`src/rtl/dm_cmd_pkg.sv`:
```
// dm_cmd_pkg: datamover command/status field layout and arbiter FSM state type.
package dm_cmd_pkg;
    localparam int TAG_W         = 4;
    localparam int CMD_BTT_LSB   = 0;
    localparam int CMD_TYPE_BIT  = 23;
    localparam int CMD_EOF_BIT   = 30;
    localparam int CMD_ADDR_LSB  = 32;
    localparam logic CMD_TYPE_INCR = 1'b1;
    localparam int STS_TAG_LSB   = 0;
    localparam int STS_FLAGS_LSB = 4;
    localparam logic [3:0] DONE_INTERR = 4'b0001;

    typedef enum logic {
        CMD_IDLE  = 1'b0,
        CMD_VALID = 1'b1
    } cmd_state_t;
endpackage

```
`src/rtl/dm_cmd_arbiter_rr_arbiter.sv`:
```
// rr_arbiter: round-robin pick of the first set request at or above ptr, wrapping.
module rr_arbiter #(
    parameter int N  = 4,
    parameter int IW = $clog2(N)
) (
    input  logic [N-1:0]  req,
    input  logic [IW-1:0] ptr,
    output logic [N-1:0]  grant,
    output logic [IW-1:0] idx,
    output logic          any
);
    localparam logic [N-1:0] ONE = {{(N-1){1'b0}}, 1'b1};

    // Scan downward so the nearest request to ptr is the last one written.
    always_comb begin
        idx = '0;
        any = 1'b0;
        for (int k = N - 1; k >= 0; k--) begin
            if (req[(int'(ptr) + k) % N]) begin
                idx = IW'((int'(ptr) + k) % N);
                any = 1'b1;
            end
        end
    end

    assign grant = any ? (ONE << idx) : '0;
endmodule

```
`src/rtl/dm_cmd_arbiter.sv`:
```
// dm_cmd_arbiter: round-robin sharing of one datamover cmd/status pair among NUM_REQ requesters.
module dm_cmd_arbiter
    import dm_cmd_pkg::*;
#(
    parameter int NUM_REQ    = 4,
    parameter int ADDR_WIDTH = 32,
    parameter int BTT_WIDTH  = 23,
    parameter int CMD_WIDTH  = ADDR_WIDTH + 40
) (
    input  logic                          clk,
    input  logic                          aresetn,
    input  logic [NUM_REQ-1:0]            req_valid,
    output logic [NUM_REQ-1:0]            req_ready,
    input  logic [NUM_REQ*ADDR_WIDTH-1:0] req_addr,
    input  logic [NUM_REQ*BTT_WIDTH-1:0]  req_btt,
    input  logic [NUM_REQ-1:0]            req_eof,
    output logic                          cmd_tvalid,
    input  logic                          cmd_tready,
    output logic [CMD_WIDTH-1:0]          cmd_tdata,
    input  logic                          sts_tvalid,
    output logic                          sts_tready,
    input  logic [7:0]                    sts_tdata,
    output logic [NUM_REQ-1:0]            done_valid,
    output logic [NUM_REQ*4-1:0]          done_status,
    output logic [NUM_REQ-1:0]            irq_pending,
    input  logic [NUM_REQ-1:0]            irq_clear,
    output logic                          irq,
    output logic                          proto_err
);
    localparam int IW = $clog2(NUM_REQ);
    localparam logic [NUM_REQ-1:0] ONE = {{(NUM_REQ-1){1'b0}}, 1'b1};

    cmd_state_t state, state_n;
    logic run, any, take, btt_nz, sts_hit;
    logic [NUM_REQ-1:0] busy, eligible, grant, sts_set, zero_set, done_set;
    logic [IW-1:0] rr_ptr, gidx;
    logic [ADDR_WIDTH-1:0] g_addr;
    logic [BTT_WIDTH-1:0] g_btt;
    logic [TAG_W-1:0] sts_tag;
    logic [15:0] busy16;
    logic [CMD_WIDTH-1:0] cmd_q, cmd_d;

    assign eligible = req_valid & ~busy;

    rr_arbiter #(.N(NUM_REQ)) u_rr (
        .req  (eligible),
        .ptr  (rr_ptr),
        .grant(grant),
        .idx  (gidx),
        .any  (any)
    );

    assign g_addr   = req_addr[int'(gidx)*ADDR_WIDTH +: ADDR_WIDTH];
    assign g_btt    = req_btt[int'(gidx)*BTT_WIDTH +: BTT_WIDTH];
    assign take     = run && state == CMD_IDLE && any;
    assign btt_nz   = |g_btt;
    assign sts_tag  = sts_tdata[STS_TAG_LSB +: TAG_W];
    assign busy16   = 16'(busy);
    assign sts_hit  = int'(sts_tag) < NUM_REQ && busy16[sts_tag];
    assign sts_set  = (run && sts_tvalid && sts_hit) ? (ONE << sts_tag) : '0;
    assign zero_set = (take && !btt_nz) ? grant : '0;
    assign done_set = sts_set | zero_set;
    assign sts_tready = run;
    assign cmd_tdata  = cmd_q;

    always_comb begin
        cmd_d = '0;
        cmd_d[CMD_BTT_LSB +: BTT_WIDTH] = g_btt;
        cmd_d[CMD_TYPE_BIT] = CMD_TYPE_INCR;
        cmd_d[CMD_EOF_BIT] = req_eof[gidx];
        cmd_d[CMD_ADDR_LSB +: ADDR_WIDTH] = g_addr;
        cmd_d[CMD_ADDR_LSB + ADDR_WIDTH +: TAG_W] = TAG_W'(gidx);
    end

    always_ff @(posedge clk or negedge aresetn) begin
        if (!aresetn) state <= CMD_IDLE;
        else state <= state_n;
    end

    always_comb begin
        state_n = (state == CMD_IDLE) ? ((take && btt_nz) ? CMD_VALID : CMD_IDLE)
                                      : (cmd_tready ? CMD_IDLE : CMD_VALID);
    end

    always_comb begin
        cmd_tvalid = state == CMD_VALID;
        req_ready  = take ? grant : '0;
    end

    always_ff @(posedge clk or negedge aresetn) begin
        if (!aresetn) begin
            run         <= 1'b0;
            rr_ptr      <= '0;
            busy        <= '0;
            cmd_q       <= '0;
            done_valid  <= '0;
            done_status <= '0;
            irq_pending <= '0;
            irq         <= 1'b0;
            proto_err   <= 1'b0;
        end else begin
            run         <= 1'b1;
            busy        <= (busy & ~sts_set) | ((take && btt_nz) ? grant : '0);
            done_valid  <= done_set;
            irq_pending <= (irq_pending & ~irq_clear) | done_set;
            irq         <= |irq_pending;
            proto_err   <= proto_err | (run && sts_tvalid && !sts_hit);
            if (take) rr_ptr <= (int'(gidx) == NUM_REQ - 1) ? '0 : gidx + 1'b1;
            if (take && btt_nz) cmd_q <= cmd_d;
            for (int i = 0; i < NUM_REQ; i++)
                if (done_set[i])
                    done_status[i*4 +: 4] <= zero_set[i] ? DONE_INTERR : sts_tdata[STS_FLAGS_LSB +: 4];
        end
    end
endmodule
```
`config.mk`:
```
export PLATFORM = sky130hd
export DESIGN_NAME = dm_cmd_arbiter
export DESIGN_NICKNAME = d
export VERILOG_FILES = /design/src/rtl/dm_cmd_pkg.sv /design/src/rtl/dm_cmd_arbiter_rr_arbiter.sv /design/src/rtl/dm_cmd_arbiter.sv
export SDC_FILE = /design/constraint.sdc
export NUM_CORES = 1
export LEC_CHECK = 0
export ABC_AREA = 1
export CAP_MARGIN = 20
export CORE_ASPECT_RATIO = 0.9
export CORE_MARGIN = 5
export CORE_UTILIZATION = 39
export DETAILED_ROUTE_END_ITERATION = 16
export PLACE_DENSITY = 0.81
export SLEW_MARGIN = 10
export SYNTH_ARGS = -nofsm -noshare
export SYNTH_HDL_FRONTEND = slang
export SYNTH_HIERARCHICAL = 1
export SYNTH_SLANG_ARGS = --single-unit
```
`constraint.sdc`:
```
create_clock -name clk -period 2.9 [get_ports clk]
set_input_delay 0.29 -clock clk [delete_from_list [all_inputs] [get_ports clk]]
set_output_delay 0.29 -clock clk [all_outputs]
set_load 0.02 [all_outputs]
```
==> qor.csv, run 1 <==
metric,value,unit
"Hold Vio Cnt, Final",0,
Hold Startpoint,cmd_tdata[23]$_DFFE_PN0N_,
GPL Wtd Cong,0.908,
Internal,6.08,mW
power share of the sequential group,17.5,%
GR Overflow Total,0,
mux cell area share after synthesis,0,%
top cell type's share of synthesized area,39.0,%
measured slew at the worst slew-check pin,0.608,ns
CP arrival,3.14,ns
FILL cells,1220,
I/O Pins,348,
clk sinks,93,
Synth Area in Adders,0.210,%
CP Max Fanout,11,
gr busiest metal,met2,
dominant cell type by area after synthesis,dfrtp_1,
vias in the first global route,6801,
dpl cells,1428,
CTS Buf Count,9,
die area,17900,um2
yosys warns,6,
DR pass1 iterations,5,
met3 Use GR,6.17,%
RSZ-0062 raised after global routing,yes,
FF-to-FF Start,rr_ptr[0]$_DFFE_PN0P_,
CP endpoint kind,register,
ys async rst share,100,%
worst r2r path cells,21,
largest net degree at the start of global routing,50,
Critical Path RT,3.19,ns
post-detail-place hpwl,18500,um
Rel. slew slack,59.5,%
Final Power,11.9,mW
CTS tree,built,
largest family of logic cells by synthesized area,simple AND/OR/NAND/NOR gates,
post-synth cell types,28,
largest cells by area after synthesis,"dfrtp_1 (39%), nand2_1 (20%), nand3_1 (11%)",
Pwr per Cell Area,1140,nW/um2
met2 GRT Util,43.2,%
global-route wire length before repair,36300,um
xor/xnor share of the synthesized area,0,%
ANT nets after route,0,
clk buf depth,2,
port bufs,334,
Worst Setup Start Kind,register,
fin cells,1460,
most common cell in the netlist,nand2_1,
wire length per cell,17.0,um
area delta synth->final,75.2,%
CORE AREA,14900,um2
"EDFF count, synth",0,
VDD IR-drop max,0.675,mV
DRC errors left,0,
compound-gate portion of the synthesized area,10.7,%
max-cap violations,0,
worst r2r dst,cmd_tdata[57]$_DFFE_PN0N_,
post-synthesis sequential area ratio,39.0,%
fin crit period,2.84,ns
layout cells sized above 1,11.5,%
Via density,5.04,
Avg Inst Size Synth,6.59,um2
fin area,10500,um2
Sw Pwr,5.81,mW
Starting Density,40.1,%
number of H-tree levels,3,
initial antenna violation count,0,
Hold Path Depth,2,
nets,1502,
part of the power in combinational logic,72.5,%
"top cells by count, synth","nand2_1 (311), nand3_1 (135), dfrtp_1 (93), nor2_1 (82), o21ai_0 (76)",
"Reg clk slew, reported paths",0.07,ns
Hold Crit Endpoint,cmd_tdata[23]$_DFFE_PN0N_,
number of synthesized register bits,93,
Sw Share,48.8,%
# setup viols final,0,
die width,140,um
Layout Skew,0.00423,ns
Post-Route WL,24800,um
Overall Global Routing Usage,25.2,%
"Cell Area, Placed",9720,um2
Clk network pwr share,10.0,%
Ant. Diodes,0,
Mapped Cells,906,
period utilisation layout,98.1,%
leakage power,5.02,nW
vias,7354,
global routing usage on met1,32.0,%
CP Class,register to register,
Cell Rows,42,
CTS root buf,clkbuf_16,
commonest register cell after synthesis,dfrtp_1,
latest clock arrival within the worst-skew pair,0.35,ns
die height,127,um
status,finished clean,
Slew Limit Fails,0,
R2R setup slack,0.06,ns
Post-Synth Simple-Gate Area,39.4,%
synthesized area,5970,um2
initial DRC count,471,
Max Clk Rate,352,MHz
Hold/Removal Path Class,register to register,
## state kept, by name, indices dropped and copies added, names as in the netlist
signal	cells
busy	4
cmd_tdata	59
cmd_tvalid	1
done_status	16
done_valid	4
irq	1
irq_pending	4
proto_err	1
rr_ptr	2
sts_tready	1
## stage by stage
stage               setup slack [ns]  util [%]  setup TNS [ns]  hold WS (ns)
finish                        0.0553      70.3               0         0.462
global route                  -0.123      70.3           -5.74         0.489
CTS                          0.00440      67.4               0         0.469
detailed placement            -0.257      65.3          -18.23         0.345
global placement              -0.192      65.3          -14.15         0.339
floorplan                      0.317         -               0      -0.00559
## cell usage in the layout (no fill, tap or decap), types with 2 or more instances in the layout
master / Yosys / routed
nand2_4: 2 / 2
inv_6: 0 / 3
dfrtp_1: 93 / 92
inv_8: 0 / 2
nand2_8: 0 / 3
nand2_1: 311 / 292
buf_4: 20 / 40
clkdlybuf4s50_1: 0 / 329
nand4_1: 7 / 7
o21ai_0: 76 / 76
nor2_2: 3 / 6
o21ai_1: 4 / 3
clkbuf_16: 0 / 16
clkinv_8: 0 / 2
nand3_1: 135 / 126
conb_1: 2 / 14
or2_2: 4 / 4
nor2_4: 1 / 2
inv_2: 4 / 5
inv_1: 61 / 59
o22ai_1: 34 / 34
nor2_1: 82 / 78
buf_12: 0 / 10
nand3_2: 3 / 11
buf_6: 3 / 6
nand2_2: 8 / 25
## cell families after synthesis
logic type	count (synthesis)
buffers and inverters	137
DFF	93
AOI/OAI and AO/OA	117
other	2
and+or+nand+nor	556
adders and majority gates	1
## worst max-delay path, cell delays in order, from the launching register on
cell and delay (ns):
dfrtp_2 0.51, inv_4 0.13, nand2_2 0.06, nand2_2 0.09, nor2_1 0.08, nor2_1 0.16
nand3_2 0.13, nand2_4 0.13, inv_8 0.06, clkbuf_16 0.16, nand2_1 0.10, nand3_2 0.08
nand2_2 0.09, nand2_1 0.06, nor2_1 0.08, nand2_1 0.09, nor2_4 0.20, nand2_8 0.13
nand2_8 0.17, clkbuf_16 0.17, nand2_1 0.05, nand2_1 0.05
## cell type report
cell class,instances,area (um2),share of cell area [%]
Inverter,66,258,2.46
Timing Repair Buffer,398,4100,39.2
Sequential cell,93,2330,22.3
Clock buffer,9,225,2.15
Clock inverter,7,78.8,0.754
Tap cell,198,248,2.37
Multi-Input combinational cell,689,3220,30.8
## power by group through the flow
stage	Clock [mW]	Combinational [mW]	Sequential, mW
floorplan	0	4.12	2.56
global placement	0	7.77	2.07
detailed placement	0	7.85	2.09
CTS	1.21	7.87	2.07
global route	1.26	9.42	2.15
finish	1.19	8.62	2.09
## how the worst max path moves through the flow
stage / start / to / cells past startpoint
detailed placement: req_valid[3] / done_status[6]$_DFFE_PN0P_ / 24
global route: busy[1]$_DFF_PN0_ / cmd_tdata[20]$_DFFE_PN0N_ / 21
floorplan: busy[3]$_DFF_PN0_ / cmd_tvalid$_DFF_PN0_ / 22
global placement: req_valid[3] / done_status[9]$_DFFE_PN0P_ / 24
CTS: busy[1]$_DFF_PN0_ / req_ready[0] / 11
finish: rr_ptr[0]$_DFFE_PN0P_ / cmd_tdata[57]$_DFFE_PN0N_ / 21
## routing by layer
layer	vias up	share of wire, %
met5	-	0
met4	0	2.5
met3	57	8.1
met2	337	50
met1	3354	39
li1	3606	-
## repair_timing
item,4_1_cts,5_1_grt
gates cloned,0,11
setup buffers,0,4
endpoints found under the setup margin,4,92
gates resized for setup,4,52
pin swaps,0,10
hold endpoints to repair,44,0
hold buffers,1,0
Note: power is estimated with default switching activity, not from simulation.
==> run 2: changes to the inputs <==
CAP_MARGIN = unset   (was 20)
==> results of run 2 <==
Final layout, timing and power as in run 1 (identical DEF).
